`config.mk`:
```
export PLATFORM = sky130hd
export DESIGN_NAME = aes_inv_key_schedule_flat
export DESIGN_NICKNAME = d
export VERILOG_FILES = /design/src/rtl/aes_pkg.sv /design/src/rtl/aes_inv_key_schedule_if.sv /design/src/rtl/aes_sub_word.sv /design/src/rtl/aes_inv_key_schedule.sv /design/src/flat_wrapper.sv
export SDC_FILE = /design/constraint.sdc
export NUM_CORES = 2
export LEC_CHECK = 0
export ABC_AREA = 1
export BUFFER_PORTS_ARGS = -buffer_cell sky130_fd_sc_hd__buf_2
export CAP_MARGIN = 25
export CORE_ASPECT_RATIO = 1.75
export CORE_UTILIZATION = 55
export CTS_CLUSTER_DIAMETER = 60
export DETAILED_ROUTE_END_ITERATION = 12
export PLACE_DENSITY = 0.77
export SLEW_MARGIN = 40
export SYNTH_ARGS = -nofsm -noshare
export SYNTH_HDL_FRONTEND = slang
export SYNTH_SLANG_ARGS = --single-unit
```
`constraint.sdc`:
```
create_clock -name clk -period 4 [get_ports clk]
set_input_delay 0.6 -clock clk [delete_from_list [all_inputs] [get_ports clk]]
set_output_delay 0.6 -clock clk [all_outputs]
set_load 0.01 [all_outputs]
```
`src/rtl/aes_pkg.sv`:
```
// Shared AES constants and word helpers for the key-schedule datapath.
package aes_pkg;

    localparam int AES_NR = 10;

    typedef enum logic [1:0] {IDLE, EXPAND, SERVE, HOLD} ks_state_t;

    // Round constant for round idx, placed in the most significant byte.
    function automatic logic [31:0] rcon(input logic [3:0] idx);
        logic [7:0] b;
        case (idx)
            4'd1:    b = 8'h01;
            4'd2:    b = 8'h02;
            4'd3:    b = 8'h04;
            4'd4:    b = 8'h08;
            4'd5:    b = 8'h10;
            4'd6:    b = 8'h20;
            4'd7:    b = 8'h40;
            4'd8:    b = 8'h80;
            4'd9:    b = 8'h1b;
            4'd10:   b = 8'h36;
            default: b = 8'h00;
        endcase
        return {b, 24'h000000};
    endfunction

    function automatic logic [31:0] rot_word(input logic [31:0] w);
        return {w[23:0], w[31:24]};
    endfunction

    function automatic logic [31:0] xor_word(input logic [31:0] a, input logic [31:0] b);
        return a ^ b;
    endfunction

endpackage

```
`src/rtl/aes_inv_key_schedule_if.sv`:
```
// Key-load and round-key delivery signals of the inverse key schedule.
interface aes_inv_key_schedule_if;

    logic         IN_valid;
    logic [127:0] IN_key;
    logic         IN_replay;
    logic         OUT_ready;
    logic         OUT_valid;
    logic [127:0] OUT_key;
    logic [3:0]   OUT_round;
    logic         busy;

    modport master (
        output IN_valid, IN_key, IN_replay, OUT_ready,
        input  OUT_valid, OUT_key, OUT_round, busy
    );

    modport slave (
        input  IN_valid, IN_key, IN_replay, OUT_ready,
        output OUT_valid, OUT_key, OUT_round, busy
    );

endinterface

```
`src/rtl/aes_sub_word.sv`:
```
// Combinational SubWord: four forward AES S-box lookups, one per byte.
module aes_sub_word (
    input  logic [31:0] word,
    output logic [31:0] subst
);

    localparam logic [7:0] SBOX [256] = '{
        8'h63, 8'h7c, 8'h77, 8'h7b, 8'hf2, 8'h6b, 8'h6f, 8'hc5, 8'h30, 8'h01, 8'h67, 8'h2b, 8'hfe, 8'hd7, 8'hab, 8'h76,
        8'hca, 8'h82, 8'hc9, 8'h7d, 8'hfa, 8'h59, 8'h47, 8'hf0, 8'had, 8'hd4, 8'ha2, 8'haf, 8'h9c, 8'ha4, 8'h72, 8'hc0,
        8'hb7, 8'hfd, 8'h93, 8'h26, 8'h36, 8'h3f, 8'hf7, 8'hcc, 8'h34, 8'ha5, 8'he5, 8'hf1, 8'h71, 8'hd8, 8'h31, 8'h15,
        8'h04, 8'hc7, 8'h23, 8'hc3, 8'h18, 8'h96, 8'h05, 8'h9a, 8'h07, 8'h12, 8'h80, 8'he2, 8'heb, 8'h27, 8'hb2, 8'h75,
        8'h09, 8'h83, 8'h2c, 8'h1a, 8'h1b, 8'h6e, 8'h5a, 8'ha0, 8'h52, 8'h3b, 8'hd6, 8'hb3, 8'h29, 8'he3, 8'h2f, 8'h84,
        8'h53, 8'hd1, 8'h00, 8'hed, 8'h20, 8'hfc, 8'hb1, 8'h5b, 8'h6a, 8'hcb, 8'hbe, 8'h39, 8'h4a, 8'h4c, 8'h58, 8'hcf,
        8'hd0, 8'hef, 8'haa, 8'hfb, 8'h43, 8'h4d, 8'h33, 8'h85, 8'h45, 8'hf9, 8'h02, 8'h7f, 8'h50, 8'h3c, 8'h9f, 8'ha8,
        8'h51, 8'ha3, 8'h40, 8'h8f, 8'h92, 8'h9d, 8'h38, 8'hf5, 8'hbc, 8'hb6, 8'hda, 8'h21, 8'h10, 8'hff, 8'hf3, 8'hd2,
        8'hcd, 8'h0c, 8'h13, 8'hec, 8'h5f, 8'h97, 8'h44, 8'h17, 8'hc4, 8'ha7, 8'h7e, 8'h3d, 8'h64, 8'h5d, 8'h19, 8'h73,
        8'h60, 8'h81, 8'h4f, 8'hdc, 8'h22, 8'h2a, 8'h90, 8'h88, 8'h46, 8'hee, 8'hb8, 8'h14, 8'hde, 8'h5e, 8'h0b, 8'hdb,
        8'he0, 8'h32, 8'h3a, 8'h0a, 8'h49, 8'h06, 8'h24, 8'h5c, 8'hc2, 8'hd3, 8'hac, 8'h62, 8'h91, 8'h95, 8'he4, 8'h79,
        8'he7, 8'hc8, 8'h37, 8'h6d, 8'h8d, 8'hd5, 8'h4e, 8'ha9, 8'h6c, 8'h56, 8'hf4, 8'hea, 8'h65, 8'h7a, 8'hae, 8'h08,
        8'hba, 8'h78, 8'h25, 8'h2e, 8'h1c, 8'ha6, 8'hb4, 8'hc6, 8'he8, 8'hdd, 8'h74, 8'h1f, 8'h4b, 8'hbd, 8'h8b, 8'h8a,
        8'h70, 8'h3e, 8'hb5, 8'h66, 8'h48, 8'h03, 8'hf6, 8'h0e, 8'h61, 8'h35, 8'h57, 8'hb9, 8'h86, 8'hc1, 8'h1d, 8'h9e,
        8'he1, 8'hf8, 8'h98, 8'h11, 8'h69, 8'hd9, 8'h8e, 8'h94, 8'h9b, 8'h1e, 8'h87, 8'he9, 8'hce, 8'h55, 8'h28, 8'hdf,
        8'h8c, 8'ha1, 8'h89, 8'h0d, 8'hbf, 8'he6, 8'h42, 8'h68, 8'h41, 8'h99, 8'h2d, 8'h0f, 8'hb0, 8'h54, 8'hbb, 8'h16
    };

    generate
        for (genvar gi = 0; gi < 4; gi++) begin : g_sbox
            assign subst[gi*8 +: 8] = SBOX[word[gi*8 +: 8]];
        end
    endgenerate

endmodule

```
`src/rtl/aes_inv_key_schedule.sv`:
```
// AES-128 decrypt round-key source: expands forward to K10 once, then
// walks back K10..K0 one key per accepted transfer via inverse expansion.
module aes_inv_key_schedule
    import aes_pkg::*;
#(
    parameter int NR    = AES_NR,
    parameter int KEY_W = 128
) (
    input logic                  clk,
    input logic                  reset_n,
    aes_inv_key_schedule_if.slave ks
);

    localparam logic [3:0] LAST_RND = 4'(NR);

    ks_state_t        state_reg;
    logic [KEY_W-1:0] key_reg;
    logic [KEY_W-1:0] k10_reg;
    logic [3:0]       rnd_reg;

    logic [31:0] w0, w1, w2, w3;
    logic [31:0] v0, v1, v2, v3;
    logic [31:0] f0, f1, f2, f3;
    logic [31:0] sub_sel, sub_out;
    logic [KEY_W-1:0] key_fwd_next, key_inv_next;

    assign w0 = key_reg[127:96];
    assign w1 = key_reg[95:64];
    assign w2 = key_reg[63:32];
    assign w3 = key_reg[31:0];

    assign v3 = xor_word(w3, w2);
    assign v2 = xor_word(w2, w1);
    assign v1 = xor_word(w1, w0);

    // One SubWord serves both directions: w3 while expanding, v3 while serving.
    assign sub_sel = (state_reg == SERVE) ? v3 : w3;

    aes_sub_word u_sub_word (
        .word  (rot_word(sub_sel)),
        .subst (sub_out)
    );

    assign f0 = w0 ^ sub_out ^ rcon(rnd_reg + 4'd1);
    assign f1 = xor_word(w1, f0);
    assign f2 = xor_word(w2, f1);
    assign f3 = xor_word(w3, f2);
    assign v0 = w0 ^ sub_out ^ rcon(rnd_reg);

    assign key_fwd_next = {f0, f1, f2, f3};
    assign key_inv_next = {v0, v1, v2, v3};

    always_ff @(posedge clk or negedge reset_n) begin
        if (!reset_n) begin
            state_reg <= IDLE;
            key_reg   <= '0;
            k10_reg   <= '0;
            rnd_reg   <= '0;
        end else if (ks.IN_valid) begin
            key_reg   <= ks.IN_key;
            rnd_reg   <= '0;
            state_reg <= EXPAND;
        end else begin
            case (state_reg)
                EXPAND: begin
                    key_reg <= key_fwd_next;
                    rnd_reg <= rnd_reg + 4'd1;
                    if (rnd_reg == LAST_RND - 4'd1) begin
                        k10_reg   <= key_fwd_next;
                        state_reg <= SERVE;
                    end
                end
                SERVE: begin
                    if (ks.OUT_ready) begin
                        if (rnd_reg != 4'd0) begin
                            key_reg <= key_inv_next;
                            rnd_reg <= rnd_reg - 4'd1;
                        end else begin
                            // Rewind to K10 so a replay needs no re-expansion.
                            key_reg   <= k10_reg;
                            rnd_reg   <= LAST_RND;
                            state_reg <= HOLD;
                        end
                    end
                end
                HOLD: begin
                    if (ks.IN_replay) begin
                        state_reg <= SERVE;
                    end
                end
                default: begin
                end
            endcase
        end
    end

    assign ks.OUT_valid = (state_reg == SERVE);
    assign ks.busy      = (state_reg == EXPAND) || (state_reg == SERVE);
    assign ks.OUT_key   = key_reg;
    assign ks.OUT_round = rnd_reg;

endmodule

```
`src/flat_wrapper.sv`:
```
// flat-port wrapper written by rule: the top's interface ports become plain ports
module aes_inv_key_schedule_flat import aes_pkg::*;
#(
    parameter int NR    = AES_NR,
    parameter int KEY_W = 128
)
  (clk, reset_n, ks_IN_valid, ks_IN_key, ks_IN_replay, ks_OUT_ready, ks_OUT_valid, ks_OUT_key, ks_OUT_round, ks_busy);
  aes_inv_key_schedule_if ks_i ();
  input logic clk;
  input logic reset_n;
  input wire logic [$bits(ks_i.IN_valid)-1:0] ks_IN_valid;
  input wire logic [$bits(ks_i.IN_key)-1:0] ks_IN_key;
  input wire logic [$bits(ks_i.IN_replay)-1:0] ks_IN_replay;
  input wire logic [$bits(ks_i.OUT_ready)-1:0] ks_OUT_ready;
  output wire logic [$bits(ks_i.OUT_valid)-1:0] ks_OUT_valid;
  output wire logic [$bits(ks_i.OUT_key)-1:0] ks_OUT_key;
  output wire logic [$bits(ks_i.OUT_round)-1:0] ks_OUT_round;
  output wire logic [$bits(ks_i.busy)-1:0] ks_busy;
  assign ks_i.IN_valid = ks_IN_valid;
  assign ks_i.IN_key = ks_IN_key;
  assign ks_i.IN_replay = ks_IN_replay;
  assign ks_i.OUT_ready = ks_OUT_ready;
  assign ks_OUT_valid = ks_i.OUT_valid;
  assign ks_OUT_key = ks_i.OUT_key;
  assign ks_OUT_round = ks_i.OUT_round;
  assign ks_busy = ks_i.busy;
  aes_inv_key_schedule #(.NR(NR), .KEY_W(KEY_W)) u_core (.clk(clk), .reset_n(reset_n), .ks(ks_i));
endmodule
```
==> results of run 1 <==
==> cells by family after synthesis <==
logic type                 after synthesis
xor gates and xnor gates               118
AOI/OAI and AO/OA                      942
and+or+nand+nor                       2543
adders and majority gates               62
DFF                                    262
buffers and inverters                  578
==> routing by layer <==
| metal | GRT overflow | global-route usage |
|---|---|---|
| met1 | 0 | 0.649 |
| met4 | 20 | 0.606 |
| met5 | 0 | 0.0879 |
| met3 | 0 | 0.391 |
| met2 | 8 | 0.859 |
==> synth_stat cells (12+ instances only) <==
library cell,count,area (um^2)
ha_1,62,776
xor2_1,54,473
buf_6,17,191
a22oi_1,17,128
or2_2,15,93.8
nor2_1,316,1190
inv_2,14,52.6
inv_1,261,980
nand2_1,1037,3890
nand3_1,1049,5250
o21ai_1,32,160
dfrtp_1,262,6560
nand3b_1,35,263
a21oi_1,286,1430
o21ai_0,262,1310
o221ai_1,20,175
buf_4,35,263
a31oi_1,120,751
nand3_2,18,180
a221oi_1,27,236
xnor2_1,64,561
buf_2,111,556
clkbuf_1,118,443
nand4_1,13,81.3
o21ai_2,12,105
o22ai_1,18,113
nand2_2,42,263
o211ai_1,102,766
buf_1,15,56.3
==> metrics by stage <==
stage	worst slack, ns	hold WS [ns]	util	instance area [um^2]
floorplan	0.735	0.304	-	28000
CTS	0.0390	0.0707	0.640	32200
global placement	0.0762	0.456	0.621	31200
detailed placement	0.118	0.462	0.621	31300
==> impl_metrics.toml, run 1 <==
[run_status]
status = "stopped before the end"
haltStage = "5_1_grt"
stop_error = "[ERROR GRT-0116] Global routing finished with congestion. Check the congestion regions in the DRC Viewer."

[synth]
synth_edf_count = 0
syn-instance-count = 4505
synth_xor_area_frac = 0.0369
synth-simple-area-share = 0.406
ys_seq_area_frac = 0.234
synth_top_family_by_area = "simple AND/OR/NAND/NOR gates"
async_flop_share = 1.00
syn_area_mm2 = 0.0280
synth.distinct_cells = 53
ys_ff_latch = 262
yosys_warnings = 0
synth.area.mux_share = 0
syn_nets = 4700
synth_adder_area_share = 0.0277
synth-compound-area-share = 0.202
syn-mean-instance-area_um2 = 6.21
yosys_most_used_dff = "dfrtp_1"

[grt]
grt_pass1_vias = 38000
grt_pass1_wl_um = 243000
grt_usage = 0.634
gr-total-overflow = 28
grt_max_degree = 135

[clock_network]
htree_levels = 1
cts_resized = 0
cts_buffer_depth = 3
cts_setup_buffers = 0
clkSinkCount = 262
cts_buffers = 28
ctsHoldBuffers = 0
cts_root_buf = "clkbuf_16"

[placed_design]
gp_congestion = 1.30
hpwlAfterDp_um = 103000
dp_cells = 5424
port_buffers = 266

[floorplanning]
die_w_um = 172
fp.dieH_um = 300
start_util = 0.556
fp-row-count = 109
ios = 267
==> run 2: changes to the inputs <==
--- a/config.mk
+++ b/config.mk
@@ -8,11 +8,9 @@
 export ABC_AREA = 1
 export BUFFER_PORTS_ARGS = -buffer_cell sky130_fd_sc_hd__buf_2
 export CAP_MARGIN = 25
-export CORE_ASPECT_RATIO = 1.75
-export CORE_UTILIZATION = 55
-export CTS_CLUSTER_DIAMETER = 60
+export CORE_UTILIZATION = 40
 export DETAILED_ROUTE_END_ITERATION = 12
-export PLACE_DENSITY = 0.77
+export PLACE_DENSITY_LB_ADDON = 0.15
 export SLEW_MARGIN = 40
 export SYNTH_ARGS = -nofsm -noshare
 export SYNTH_HDL_FRONTEND = slang
==> run 2 against run 1 <==
Against the previous run:
- the flow now finishes, with violations (hold timing)
- synthesized cell count did not move
- synthesized area did not move
==> impl_metrics.toml, run 2 <==
[run_status]
status = "finished, violations left"
violations = "hold timing"

[grt]
grt_usage = 0.385
grt_pass1_wl_um = 210000
grt_max_degree = 135
grtUsageMet2 = 0.567
antenna_found_initial = 10
grt_pass1_vias = 32700
met1_usage = 0.539
gr-total-overflow = 0
use_met3 = 0.0793
top_usage_layer = "met2"

[hold_path]
hold_path_class = "in2async"

[clock_network]
clkTransAtPathRegs_ns = 0.06
cts_tree = "done"
htree_levels = 2
cts_root_buf = "clkbuf_16"
cts_buffer_depth = 3
worstSkewPairLatency_ns = 0.58
ctsHoldBuffers = 0
cts_buffers = 37
clkSinkCount = 262

[synth]
yosys-top-cells-area = "dfrtp_1, nand3_1, nand2_1, a21oi_1, o21ai_0"
synth_adder_area_share = 0.0277
synth.area.mux_share = 0
yosys_warnings = 0
ys_ff_latch = 262
synth_top_family_by_area = "simple AND/OR/NAND/NOR gates"
synth.top_cells.by_count = "nand3_1, nand2_1, nor2_1, a21oi_1"
ys_seq_area_frac = 0.234
yosys.area.top_type_share = 0.234
synth.distinct_cells = 53
async_flop_share = 1.00
synth_xor_area_frac = 0.0369
synth_edf_count = 0
syn-instance-count = 4505
synth-compound-area-share = 0.202
synth_top_cell_by_area = "dfrtp_1"
synth-simple-area-share = 0.406
yosys_most_used_dff = "dfrtp_1"
syn_nets = 4700
syn-mean-instance-area_um2 = 6.21
syn_area_mm2 = 0.0280
post-synth-top-count-cell = "nand3_1"

[floorplanning]
die_w_um = 266
core_area_mm2 = 0.0689
fp.dieH_um = 266
start_util = 0.406
fp-row-count = 96
ios = 267
die_area_mm2 = 0.0710

[setup_path]
critPathCaptureType = "flop"
ff2ff_path_depth = 17
crit_type = "reg2reg"
cp_max_fo = 17
crit_required_ns = 4.51
crit_path_start_kind = "flop"
cp.arrival_ns = 4.34

[layout]
nNetsFinal = 4944
drive_above_1_share = 0.150
final_cell_mix = "nand3_1, nand2_1, nor2_1"
area_delta_synth_final_pct = 16.6
layout_commonest_cell = "nand3_1"

[timing]
whs_ns = -0.0158
fmax_mhz = 261
tns_ns = 0
slew_headroom = 0.429
fin_crit_ns = 3.83
setup_viol = 0
hold_viol_final = 8
fin_skew_ns = 0.0340
tightest_slew_ns = 0.855
rsz0062_at_grt = "yes"
finalCritPeriodShare = 0.958
slew_viol_final = 0

[route]
final_antenna_net_count = 0
drc = 0
route.vias.total = 35500
drt_iter0_markers = 5367
routedWlPerCell_um = 24.5
vias_per_cell = 6.21
drt_wl_total_um = 140000
drtPass1Iterations = 9

[placed_design]
hpwlAfterDp_um = 101000
gp_congestion = 1.08
port_buffers = 266

[flow_run]
maxCapViolCount = 0
-- run 2: cell counts after synthesis --
No cell type changed its count.
-- run 2: layout make-up --
class | instances | area, um^2
Fill cell | 7371 | 36300
Antenna cell | 7 | 17.5
Sequential cell | 262 | 6560
Multi-Input combinational cell | 3665 | 19000
Inverter | 279 | 1060
Clock inverter | 14 | 211
Clock buffer | 52 | 1100
Timing Repair Buffer | 504 | 3520
Tap cell | 931 | 1160
-- run 2: repair_timing --
item / 4_1_cts / 5_1_grt
buffers inserted: 0 / 0
resized for setup: 0 / 22
setup endpoints to repair: 0 / 112
hold endpoints to repair: 0 / 0
-- run 2: metal layers --
layer,up-vias,wire [um]
li1,16100,-
met1,16600,59300
met2,2336,59300
met3,424,14900
met4,6,6510
met5,-,36
-- run 2: cell families after synthesis --
| kind of cell | Yosys count |
|---|---|
| simple gates | 2543 |
| compound gates | 942 |
| buf+inv | 578 |
| flops | 262 |
| xor+xnor | 118 |
| fa+ha+maj | 62 |
-- run 2: through the flow --
stage	hold slack [ns]	worst slack [ns]	util	cells	area, um^2
floorplan	0.304	0.735	-	4505	28000
CTS	0.0136	0.0200	0.472	5707	32500
finish	-0.0158	0.170	0.473	5714	32600
detailed placement	0.461	0.0396	0.453	5641	31200
global placement	0.458	0.0871	0.452	5641	31200
global route	0.0484	-0.00465	0.473	5714	32600
-- run 2: final timing paths --
kind / from / slack [ns] / endpoint
worst max-delay path: u_core.state_reg[0] / 0.17 / u_core.ks.OUT_key[23]
worst min-delay path: reset_n / -0.02 / u_core.k10_reg[64]
worst max register to register: u_core.state_reg[0] / 0.17 / u_core.ks.OUT_key[23]
worst min register to register: u_core.k10_reg[102] / 0.47 / u_core.k10_reg[102]
max in group asynchronous: reset_n / 2.80 / u_core.ks.OUT_key[47]
min in group clk: ks_IN_key[119] / 0.33 / u_core.ks.OUT_key[119]
-- run 2: worst max-delay path: stages (launching register included) --
cell and delay, ns:
dfrtp_1 0.41, inv_1 0.11, ha_4 0.25, inv_6 0.14, o21ai_2 0.38, ha_1 0.34, nand2_1 0.29, nand2_1 0.19
nor2_1 0.20, nand3b_1 0.16, nand3_1 0.13, nand3_1 0.11, nand3_1 0.30, nand2_1 0.25, nand2_1 0.11, nand3b_1 0.12
nand3_1 0.09, a21oi_1 0.15
Power of run 2 is left out: the tool's default activity adds up to more than one toggle a clock period on the data nets, which glitch-free logic cannot reach.
